File: src/rtl/bcd2_scan_counter.sv
// ---------------------------------------------------------------------------
// bcd2_scan_counter
//
// Two-digit BCD up/down counter (00-99) with a built-in count prescaler and a
// free-running display-scan toggle generator. It feeds the two-digit SSD digit
// selector: digit1 goes to the selector's tens input, digit0 to its ones
// input, and scan_en drives its enable.
//
// Parameters:
//   TICK_DIV  clk cycles per count step (>= 2)
//   SCAN_DIV  clk cycles per scan_en half-period (>= 1)
//
// Ports:
//   clk       system clock, rising edge
//   rst       synchronous active-high reset
//   count_en  1 = prescaler runs and counting is enabled, 0 = hold count state
//   dir       1 = count up, 0 = count down (only sampled at a tick edge)
//   clr       synchronous clear of the count state (scan logic untouched)
//   digit1    tens digit, BCD
//   digit0    ones digit, BCD
//   scan_en   digit-select toggle, 1 = tens digit selected downstream
//   tick      one-cycle pulse in the cycle the digits take a new value
//   carry     one-cycle pulse on a 99->00 or 00->99 wrap, always with tick
//
// Every output comes straight from a flop, so there is no combinational path
// from any input to any output.
// ---------------------------------------------------------------------------
module bcd2_scan_counter #(
    parameter int TICK_DIV = 100000000,
    parameter int SCAN_DIV = 100000
) (
    input  logic       clk,
    input  logic       rst,
    input  logic       count_en,
    input  logic       dir,
    input  logic       clr,
    output logic [3:0] digit1,
    output logic [3:0] digit0,
    output logic       scan_en,
    output logic       tick,
    output logic       carry
);

    localparam int TW = (TICK_DIV > 1) ? $clog2(TICK_DIV) : 1;
    localparam int SW = (SCAN_DIV > 1) ? $clog2(SCAN_DIV) : 1;
    localparam logic [TW-1:0] TICK_LAST = TW'(TICK_DIV - 1);
    localparam logic [SW-1:0] SCAN_LAST = SW'(SCAN_DIV - 1);

    logic [TW-1:0] tick_cnt;
    logic [SW-1:0] scan_cnt;
    logic [3:0]    step_d1;
    logic [3:0]    step_d0;
    logic          step_wrap;

    // Work out what the digits would become if a count step happened right
    // now in the current direction. The register block only uses this on the
    // prescaler's terminal cycle, so dir has no effect between ticks.
    // step_wrap flags the 99->00 / 00->99 rollover that produces carry.
    always_comb begin
        step_d1   = digit1;
        step_d0   = digit0;
        step_wrap = 1'b0;
        if (dir) begin
            if (digit0 < 4'd9) begin
                step_d0 = digit0 + 4'd1;
            end else begin
                step_d0 = 4'd0;
                if (digit1 < 4'd9) begin
                    step_d1 = digit1 + 4'd1;
                end else begin
                    step_d1   = 4'd0;
                    step_wrap = 1'b1;
                end
            end
        end else begin
            if (digit0 > 4'd0) begin
                step_d0 = digit0 - 4'd1;
            end else begin
                step_d0 = 4'd9;
                if (digit1 > 4'd0) begin
                    step_d1 = digit1 - 4'd1;
                end else begin
                    step_d1   = 4'd9;
                    step_wrap = 1'b1;
                end
            end
        end
    end

    // Count path: prescaler plus the two BCD digits. Reset beats clear, and
    // clear beats a tick due on the same edge, so a colliding tick is simply
    // dropped and the prescaler restarts from zero. While count_en is low
    // the prescaler and digits freeze where they are, so resuming picks up
    // the partially elapsed tick period instead of starting over. tick and
    // carry are rewritten every cycle so they can only ever last one cycle.
    always_ff @(posedge clk) begin
        if (rst || clr) begin
            tick_cnt <= '0;
            digit1   <= 4'd0;
            digit0   <= 4'd0;
            tick     <= 1'b0;
            carry    <= 1'b0;
        end else if (count_en) begin
            if (tick_cnt == TICK_LAST) begin
                tick_cnt <= '0;
                digit1   <= step_d1;
                digit0   <= step_d0;
                tick     <= 1'b1;
                carry    <= step_wrap;
            end else begin
                tick_cnt <= tick_cnt + TW'(1);
                tick     <= 1'b0;
                carry    <= 1'b0;
            end
        end else begin
            tick  <= 1'b0;
            carry <= 1'b0;
        end
    end

    // Scan generator: free-running, ignores count_en and clr so the display
    // keeps multiplexing even while the count is paused or being cleared.
    // scan_en flips every SCAN_DIV cycles, giving a 50% duty square wave.
    // With SCAN_DIV = 1 the counter is a single bit pinned at zero and
    // scan_en toggles on every cycle.
    always_ff @(posedge clk) begin
        if (rst) begin
            scan_cnt <= '0;
            scan_en  <= 1'b1;
        end else if (scan_cnt == SCAN_LAST) begin
            scan_cnt <= '0;
            scan_en  <= ~scan_en;
        end else begin
            scan_cnt <= scan_cnt + SW'(1);
        end
    end

endmodule

File: config.mk
export PLATFORM = sky130hd
export DESIGN_NAME = bcd2_scan_counter
export DESIGN_NICKNAME = d
export VERILOG_FILES = /design/src/rtl/bcd2_scan_counter.sv
export SDC_FILE = /design/constraint.sdc
export NUM_CORES = 1
export LEC_CHECK = 0
export CORE_UTILIZATION = 35
export DETAILED_ROUTE_END_ITERATION = 8
export PLACE_DENSITY = 0.53
export SYNTH_ARGS = -nofsm -noshare
export SYNTH_HDL_FRONTEND = slang
export SYNTH_SLANG_ARGS = --single-unit
File: constraint.sdc
create_clock -name clk -period 2.4 [get_ports clk]
set_input_delay 0.24 -clock clk [delete_from_list [all_inputs] [get_ports clk]]
set_output_delay 0.24 -clock clk [all_outputs]
set_load 0.03 [all_outputs]
==> results.json <==
{
  "status": "finished clean",
  "route.met3.wl_um": 139,
  "r2r-end": "tick_cnt[21]",
  "timing.final.crit_share_pct": 81.92,
  "drive_gt1_share_pct": 10.41,
  "initial_core_util_pct": 36.41,
  "cp_slowest_stage_delay_ns": 0.54,
  "clk_pin_slew_ns": 0.11,
  "fin_nets": 377,
  "clock.fmax_mhz": 508.6,
  "n_antenna_cell": 0,
  "min_path_cells": 1,
  "async_reset_ff_share_pct": 0,
  "highest_layer": "met4",
  "synth_nets": 362,
  "die_area_mm2": 0.009009,
  "yosys.area.top_type": "dfxtp_1",
  "syn-instance-count": 349,
  "powerDensity_mw_per_mm2": 452.7,
  "min-delay-path-class": "reg2reg",
  "holdPathEnd": "scan_cnt[0]",
  "synth_top_cell_area_share_pct": 36.44,
  "whs_ns": 0.4796,
  "antenna_found_initial": 0,
  "htree_num_levels": 2,
  "num_rows": 33,
  "wire_per_inst_um": 13.66,
  "yosysWarnings": 0,
  "die_x_um": 94.92,
  "ys_seq_elements": 55,
  "cpMaxStageDelayCell": "or4_1",
  "critPathLaunchType": "flip-flop",
  "end_kind": "flip-flop",
  "grt_remaining_overflow": 0,
  "gp_congestion": 0.8141,
  "core_area_mm2": 0.008299,
  "place_hpwl_mm": 4.561,
  "ir_drop_uv": 217.6,
  "clock_latency_ns": 0.32,
  "synthTopCellsByArea": "dfxtp_1 (36%), a21oi_1 (4.3%), nor2_1 (4.0%), xnor2_1 (3.5%), nand2_1 (3.4%)",
  "r2r_slack_ns": 0.43,
  "drt-met1-wl_mm": 3.485,
  "grtUsageTotal_pct": 15.51,
  "critPathRequiredTime_ns": 2.66,
  "drt_iter0_markers": 80,
  "grt_max_degree": 26,
  "maxCapViolCount": 0,
  "area_growth_syn_to_layout_pct": 12.01,
  "skew_ns": 0.01679,
  "ys.flop_type": "dfxtp_1",
  "rsz0062_at_grt": "false",
  "syn_area_mm2": 0.003022,
  "synth-edff-count": 0,
  "grt_pass1_vias": 2268,
  "path_class": "reg2reg",
  "setup_viol": 0,
  "cts_made_buffers": 5,
  "first_pass_iters": 4,
  "r2r-start": "tick_cnt[4]",
  "p_leak_uw": 0.001023,
  "cts.root.buffer_cell": "clkbuf_8",
  "antenna_left": 0,
  "ys_seq_area_share_pct": 36.44,
  "cts_num_sinks": 55,
  "hp-start": "scan_cnt[0]",
  "ioPinCount": 16,
  "grt_pass1_wl_mm": 11.02,
  "r2r_cells": 4,
  "via_count": 2541,
  "hold_buffers": 0,
  "via_per_inst": 5.406,
  "worst_pin_slew_ns": 0.4152,
  "synth.distinct_cells": 58,
  "syn_avg_cell_area_um2": 8.658,
  "slew_violations": 0,
  "crit_path_max_fanout": 9,
  "cts_max_path_buffers": 2,
  "die_height_um": 94.92,
  "cts_resized": 0,
  "critPathTopFamily": "simple AND/OR/NAND/NOR gates",
  "port_buffers": 15,
  "cts_tree": "done",
  "post_cts.repair.setup_buffers": 0,
  "final_hold_viol_count": 0,
  "min_period_ns": 1.966,
  "route.detailed.drc": 0,
  "critPathArrivalTime_ns": 2.22,
  "crit_chain": "and4_1 -> nand4_2 -> or4_1 -> a21oi_1",
  "finalSetupTns_ns": 0,
  "max_slew_margin_pct": 72.07,
  "synth_common_cells": "dfxtp_1 (55), nor2_1 (32), nand2_1 (27), a21oi_1 (26), nand3_1 (15)",
  "synth_most_common_cell": "dfxtp_1",
  "finalWirelength_mm": 6.422,
  "wl_met2_mm": 2.712,
  "crit_buf_inv": 0
}
-- sequential cells by signal, indices dropped and copies added (netlist names) --
register / cells
carry: 1
scan_cnt: 17
tick: 1
tick_cnt: 27
scan_en: 1
digit0: 4
digit1: 4
-- report_power, final --
part           internal [uW]  total (uW)  leakage (uW)  switching [uW]
clock network            237         546     0.0000484             309
registers                917         923      0.000444            5.52
logic                   27.5        62.7      0.000531            35.2
total                   1180        1530       0.00102             350
-- metrics by stage --
step | setup WS, ns | instances | cell area [um^2] | total power (uW) | util [%]
6_report | 0.4340 | 470 | 3385 | 1532 | 40.78
5_1_grt | 0.3219 | 470 | 3385 | 1610 | 40.78
4_1_cts | 0.4382 | 470 | 3385 | 1555 | 40.78
3_5_place_dp | 0.2443 | 462 | 3289 | 1008 | 39.64
3_3_place_gp | 0.2507 | 462 | 3289 | 1008 | 39.64
2_1_floorplan | 0.5212 | 349 | 3022 | 982.7 | -
-- kinds of logic (layout without fill, tap and decap cells) --
logic type,Yosys count,count (layout),synth area share (%)
simple gates,163,163,32.88
compound gates,69,69,14.49
flops,55,55,36.44
buf+inv,26,42,4.099
xor+xnor,22,22,6.377
fa+ha+maj,8,8,3.313
mux,6,6,2.402
-- final cells by class --
class	instances	area, um^2
Timing Repair Buffer	22	215.2
Sequential cell	55	1101
Clock inverter	1	8.758
Inverter	12	45.04
Multi-Input combinational cell	268	1797
Tap cell	105	131.4
Fill cell	855	4915
Clock buffer	7	86.33
-- how the worst max path moves through the flow --
stage,startpoint,to,slack [ns],depth (start not counted)
after floorplan,digit0[0],digit1[0],0.52,5
after global routing,tick_cnt[4],tick_cnt[23],0.32,4
after CTS,tick_cnt[0],tick_cnt[26],0.44,5
after detailed placement,count_en,tick_cnt[26],0.24,5
after global placement,count_en,tick_cnt[26],0.25,5
final,tick_cnt[4],tick_cnt[21],0.43,4
-- placed cells by master (no fill, tap or decap), types with 9 or more instances in the layout --
| cell | netlist | layout |
|---|---|---|
| xnor2_1 | 12 | 12 |
| nand2_1 | 27 | 27 |
| nand4_1 | 13 | 13 |
| clkdlybuf4s50_1 | 0 | 15 |
| inv_1 | 12 | 12 |
| nor2_1 | 32 | 32 |
| nand3_1 | 15 | 15 |
| xor2_1 | 10 | 10 |
| a21oi_1 | 26 | 26 |
| o21ai_0 | 13 | 13 |
| o31ai_1 | 9 | 9 |
| dfxtp_1 | 55 | 55 |
| or4_1 | 11 | 11 |
-- worst reg2reg max path, cell delays in order (launching register included) --
cell and delay (ns):
dfxtp_1 0.46, and4_1 0.45, nand4_2 0.31, or4_1 0.54, a21oi_1 0.15
-- metal layers --
metal  global-route usage (%)  vias to the layer above
met5                        0                        -
met4                    5.051                        0
met3                    2.657                        6
met2                    22.66                       24
met1                    22.81                     1178
li1                         -                     1333
Power figures use the tool's default switching activity.
